File: src/rtl/stopwatch_pkg.sv
// Shared constants, status encodings and digit helpers for the stopwatch blocks.
// Imported by the control FSM, the time counter and its digit cells.
package stopwatch_pkg;

    localparam int DIGIT_W    = 4;
    localparam int NUM_DIGITS = 4;

    localparam logic [DIGIT_W-1:0] BCD_DIGIT_MAX = 4'd9;
    localparam logic [DIGIT_W-1:0] SEC_TENS_MAX  = 4'd5;

    typedef enum logic [1:0] {
        ST_IDLE    = 2'b00,
        ST_RUNNING = 2'b01,
        ST_PAUSED  = 2'b10
    } sw_status_e;

    // Next value of a counting digit; anything at or above max returns to zero,
    // which also recovers from an out-of-range value.
    function automatic logic [DIGIT_W-1:0] bcd_next(
        input logic [DIGIT_W-1:0] d,
        input logic [DIGIT_W-1:0] max
    );
        logic [DIGIT_W-1:0] res;
        if (d >= max) begin
            res = '0;
        end else begin
            res = d + 1'b1;
        end
        return res;
    endfunction

endpackage

File: src/rtl/stopwatch_time_counter_bcd_digit.sv
// One decimal digit of the elapsed-time display: counts 0..MAX on inc, with a
// same-cycle carry so the whole chain advances on a single edge.
module bcd_digit
    import stopwatch_pkg::*;
#(
    parameter logic [DIGIT_W-1:0] MAX = BCD_DIGIT_MAX
) (
    input  logic               clk,
    input  logic               rst,
    input  logic               clr,
    input  logic               inc,
    output logic [DIGIT_W-1:0] digit,
    output logic               carry
);

    logic [DIGIT_W-1:0] digit_reg;
    logic [DIGIT_W-1:0] digit_next;

    always_comb begin
        digit_next = digit_reg;
        if (inc) begin
            digit_next = bcd_next(digit_reg, MAX);
        end
    end

    always_ff @(posedge clk) begin
        if (rst || clr) begin
            digit_reg <= '0;
        end else begin
            digit_reg <= digit_next;
        end
    end

    assign digit = digit_reg;
    assign carry = inc && (digit_reg == MAX);

endmodule

File: src/rtl/stopwatch_time_counter.sv
// Elapsed-time datapath: prescales clk to a 1 s tick while count_en is high and
// keeps MM:SS as four BCD digits, with per-second and 99:59 wrap pulses.
module stopwatch_time_counter
    import stopwatch_pkg::*;
#(
    parameter int TICK_DIV = 100000000,
    parameter int PRESC_W  = $clog2(TICK_DIV)
) (
    input  logic               clk,
    input  logic               rst,
    input  logic               count_en,
    input  logic               clear_counters,
    output logic [DIGIT_W-1:0] sec_ones,
    output logic [DIGIT_W-1:0] sec_tens,
    output logic [DIGIT_W-1:0] min_ones,
    output logic [DIGIT_W-1:0] min_tens,
    output logic               sec_tick,
    output logic               wrap
);

    localparam logic [PRESC_W-1:0] PRESC_LAST = PRESC_W'(TICK_DIV - 1);

    logic [PRESC_W-1:0] presc_reg;
    logic [PRESC_W-1:0] presc_next;
    logic               sec_tick_reg;
    logic               wrap_reg;
    logic               tick;

    logic [NUM_DIGITS-1:0]              inc_chain;
    logic [NUM_DIGITS-1:0]              carry;
    logic [NUM_DIGITS-1:0][DIGIT_W-1:0] digit_val;

    // Clear outranks count_en: no tick and no prescaler advance on a clear cycle.
    always_comb begin
        tick       = 1'b0;
        presc_next = presc_reg;
        if (clear_counters) begin
            presc_next = '0;
        end else if (count_en) begin
            if (presc_reg == PRESC_LAST) begin
                tick       = 1'b1;
                presc_next = '0;
            end else begin
                presc_next = presc_reg + 1'b1;
            end
        end
    end

    always_ff @(posedge clk) begin
        if (rst) begin
            presc_reg    <= '0;
            sec_tick_reg <= 1'b0;
            wrap_reg     <= 1'b0;
        end else begin
            presc_reg    <= presc_next;
            sec_tick_reg <= tick;
            wrap_reg     <= carry[NUM_DIGITS-1];
        end
    end

    // Digit order: 0 = sec_ones, 1 = sec_tens, 2 = min_ones, 3 = min_tens.
    generate
        for (genvar gi = 0; gi < NUM_DIGITS; gi++) begin : g_digit
            if (gi == 0) begin : g_first
                assign inc_chain[gi] = tick;
            end else begin : g_rest
                assign inc_chain[gi] = carry[gi-1];
            end

            bcd_digit #(
                .MAX((gi == 1) ? SEC_TENS_MAX : BCD_DIGIT_MAX)
            ) u_digit (
                .clk   (clk),
                .rst   (rst),
                .clr   (clear_counters),
                .inc   (inc_chain[gi]),
                .digit (digit_val[gi]),
                .carry (carry[gi])
            );
        end
    endgenerate

    assign sec_ones = digit_val[0];
    assign sec_tens = digit_val[1];
    assign min_ones = digit_val[2];
    assign min_tens = digit_val[3];
    assign sec_tick = sec_tick_reg;
    assign wrap     = wrap_reg;

endmodule

File: config.mk
export PLATFORM = sky130hd
export DESIGN_NAME = stopwatch_time_counter
export DESIGN_NICKNAME = d
export VERILOG_FILES = /design/src/rtl/stopwatch_pkg.sv /design/src/rtl/stopwatch_time_counter_bcd_digit.sv /design/src/rtl/stopwatch_time_counter.sv
export SDC_FILE = /design/constraint.sdc
export NUM_CORES = 1
export LEC_CHECK = 0
export CAP_MARGIN = 20
export CORE_ASPECT_RATIO = 0.75
export CORE_MARGIN = 2
export CORE_UTILIZATION = 57
export DETAILED_ROUTE_END_ITERATION = 8
export PLACE_DENSITY = 0.79
export SYNTH_ARGS = -nofsm -noshare
export SYNTH_HDL_FRONTEND = slang
export SYNTH_SLANG_ARGS = --single-unit
File: constraint.sdc
create_clock -name clk -period 2 [get_ports clk]
set_input_delay 0.5 -clock clk [delete_from_list [all_inputs] [get_ports clk]]
set_output_delay 0.5 -clock clk [all_outputs]
set_load 0.01 [all_outputs]
==> results.sh <==
export IMPL_min_period_over_period=0.9566
export IMPL_clkLatencyLatePin_ps=300
export IMPL_synthesis_nets=300
export IMPL_ys_seq_elements=45
export IMPL_first_global_vias=1943
export IMPL_hold_bufs_at_cts=0
export IMPL_async_flop_share=0
export IMPL_setup_viol_count_final=0
export IMPL_nNetsFinal=338
export IMPL_setup_worst_path_start_class="register"
export IMPL_cts_tree="built"
export IMPL_antennaDiodeCount=0
export IMPL_detail_route_iter0_violations=106
export IMPL_critical_path_slowest_cell="sky130_fd_sc_hd__clkdlybuf4s50_1"
export IMPL_synth_edff_count=0
export IMPL_grt_pass1_wl_um=9225
export IMPL_post_drt_wl_per_cell_um=14.50
export IMPL_met1_usage=0.3612
export IMPL_grt_use_total=0.2433
export IMPL_layout_cells_most_common="sky130_fd_sc_hd__dfxtp_1"
export IMPL_busiest_grt_layer="met1"
export IMPL_outcome="completed"
export IMPL_grt_start_max_net_pins=28
export IMPL_numCtsBuffers=5
export IMPL_num_io_pins=22
export IMPL_layout_min_cycle_time_ps=1913
export IMPL_combined_buffer_and_inverter_count_along_the_critical_path=1
export IMPL_cts_root_buf="sky130_fd_sc_hd__clkbuf_8"
export IMPL_detailed_place_hpwl_um=3978
export IMPL_synthesis_area_per_instance_um2=8.922
export IMPL_core_region_area_um2=4154
export IMPL_grt_use_met2=0.3530
export IMPL_finish_utilization=0.7331
export IMPL_drc=0
export IMPL_syn_area_um2=2525
export IMPL_flip_flop_count_of_the_largest_register_all_copies_and_words_added=27
export IMPL_worstPathRequired_ps=1500
export IMPL_timing_max_cap_violations=0
export IMPL_cts_clk_slew_worst_paths_ps=80
export IMPL_achievable_freq_mhz=522.7
export IMPL_fp_dieArea_um2=4984
export IMPL_slew_limit_headroom=0.7636
export IMPL_dieHeight_um=61.64
export IMPL_post_drt_via_cell_ratio=5.570
export IMPL_power_leakage_nw=1.056
export IMPL_synth_warnings=0
export IMPL_worst_hold_path_type="reg2reg"
export IMPL_pwr_density_cell_nw_per_um2=572.8
export IMPL_gr_total_overflow=0
export IMPL_critPathTopFamily="buffers and inverters"
export IMPL_area_growth_synth_to_final_pct=20.61
export IMPL_initial_core_util=0.6078
export IMPL_path_class="reg2out"
export IMPL_commonest_cells_after_routing_fill_and_taps_aside="sky130_fd_sc_hd__dfxtp_1, sky130_fd_sc_hd__nor2_1, sky130_fd_sc_hd__nand2_1"
export IMPL_fillers=327
export IMPL_report_final_slew_viol_count=0
export IMPL_tightest_slew_ps=353.7
export IMPL_netlist_instances=283
export IMPL_yosysSeqAreaShare=0.3568
export IMPL_vias=2100
export IMPL_finalPower_mw=1.744
export IMPL_chipWidth_um=80.85
export IMPL_h_tree_depth=2
export IMPL_vdd_drop_max_v=0.0004432
export IMPL_cp_capture_type="output pin"
export IMPL_postRouteAntennaNets=0
export IMPL_critical_path_max_stage_delay_ps=610
export IMPL_arrival_ps=1410
export IMPL_hold_viol=0
export IMPL_fin_worst_skew_ps=8.890
export IMPL_port_buffer_count=21
export IMPL_synth_cell_type_count=55
export IMPL_use_met3=0.05425
export IMPL_cts_num_sinks=45
export IMPL_grt_antenna_before_repair=0
export IMPL_sequence_of_cells_on_the_critical_path="clkdlybuf4s50_1"
export IMPL_core_rows=20
export IMPL_cts_max_path_bufs=2
export IMPL_timing_critical_path_fanout_max=8
export IMPL_post_route_cells_drive_above_1_share=0.1646
export IMPL_routed_wirelength_um=5465
export IMPL_finalWeightedCongestion=0.7986
export IMPL_top_ff_cell_synth="sky130_fd_sc_hd__dfxtp_1"
export IMPL_number_of_iterations_in_the_first_detailed_routing_pass=4
final timing paths:
kind	start	to	slack [ps]	depth (start not counted)
setup reg to reg	g_digit[0].u_digit.digit[1]	g_digit[3].u_digit.digit[3]	110	7
hold / removal	g_digit[0].u_digit.digit[1]	g_digit[0].u_digit.digit[1]	530	2
setup / recovery	g_digit[3].u_digit.digit[3]	min_tens[3]	90	1
hold reg to reg	g_digit[0].u_digit.digit[1]	g_digit[0].u_digit.digit[1]	530	2
routing by layer:
| layer | vias to the layer above | share of wire |
|---|---|---|
| li1 | 1074 | - |
| met1 | 967 | 0.52 |
| met2 | 52 | 0.42 |
| met3 | 7 | 0.051 |
| met4 | 0 | 0.0088 |
| met5 | - | 0 |
synthesized netlist by cell type, drive strengths merged, types with 3 or more instances:
master | count | share of area
nor4 | 11 | 0.049
nand4b | 3 | 0.010
and3 | 7 | 0.017
mux2i | 3 | 0.012
nor2 | 40 | 0.059
and4 | 6 | 0.024
nor3 | 9 | 0.026
o21ai | 6 | 0.012
nand4 | 9 | 0.031
nand2 | 28 | 0.043
xnor2 | 20 | 0.069
nand3 | 12 | 0.033
nor3b | 3 | 0.0089
xor2 | 5 | 0.017
ha | 13 | 0.064
a21oi | 16 | 0.032
buf | 6 | 0.017
dfxtp | 45 | 0.36
inv | 14 | 0.021
metrics by stage:
step	instances	setup WS [ps]	setup TNS, ps	hold WS (ps)	instance area (µm²)
2_1_floorplan	283	233.7	0	477.3	2525
3_3_place_gp	369	-162.5	-2650	497.9	2900
3_5_place_dp	369	-198.8	-4030	504.1	2900
4_1_cts	377	100.5	0	516.7	3034
5_1_grt	377	-5.054	-5.054	552.4	3045
6_report	377	86.72	0	526.9	3045
power breakdown:
part	switching (mW)	internal, mW
registers	0.00153	0.896
clock network	0.307	0.496
logic	0.0243	0.0192
total	0.333	1.41
layout make-up:
class,instances,area (µm²),area share
inverters,14,52.55,0.01726
repair buffers,39,357.8,0.1175
clock buffers,5,68.82,0.02260
multi-input cells,216,1531,0.5029
flip-flops and latches,45,900.9,0.2958
clock inverters,3,65.06,0.02136
well taps,55,68.82,0.02260
cells by family (layout without fill, tap and decap cells):
| family | count (synthesis) | in the layout | share of synthesized area |
|---|---|---|---|
| adders and majority gates | 13 | 13 | 0.06442 |
| muxes | 3 | 3 | 0.01189 |
| buffers and inverters | 22 | 61 | 0.04113 |
| AOI/OAI and AO/OA | 34 | 34 | 0.08276 |
| DFF | 45 | 45 | 0.3568 |
| and+or+nand+nor | 141 | 141 | 0.3563 |
| xor gates and xnor gates | 25 | 25 | 0.08672 |
repair_timing:
action                     in CTS  in global routing
resized for setup               0                  2
setup endpoints to repair       0                  3
setup buffers                   0                  0
(Power assumes the default switching activity.)
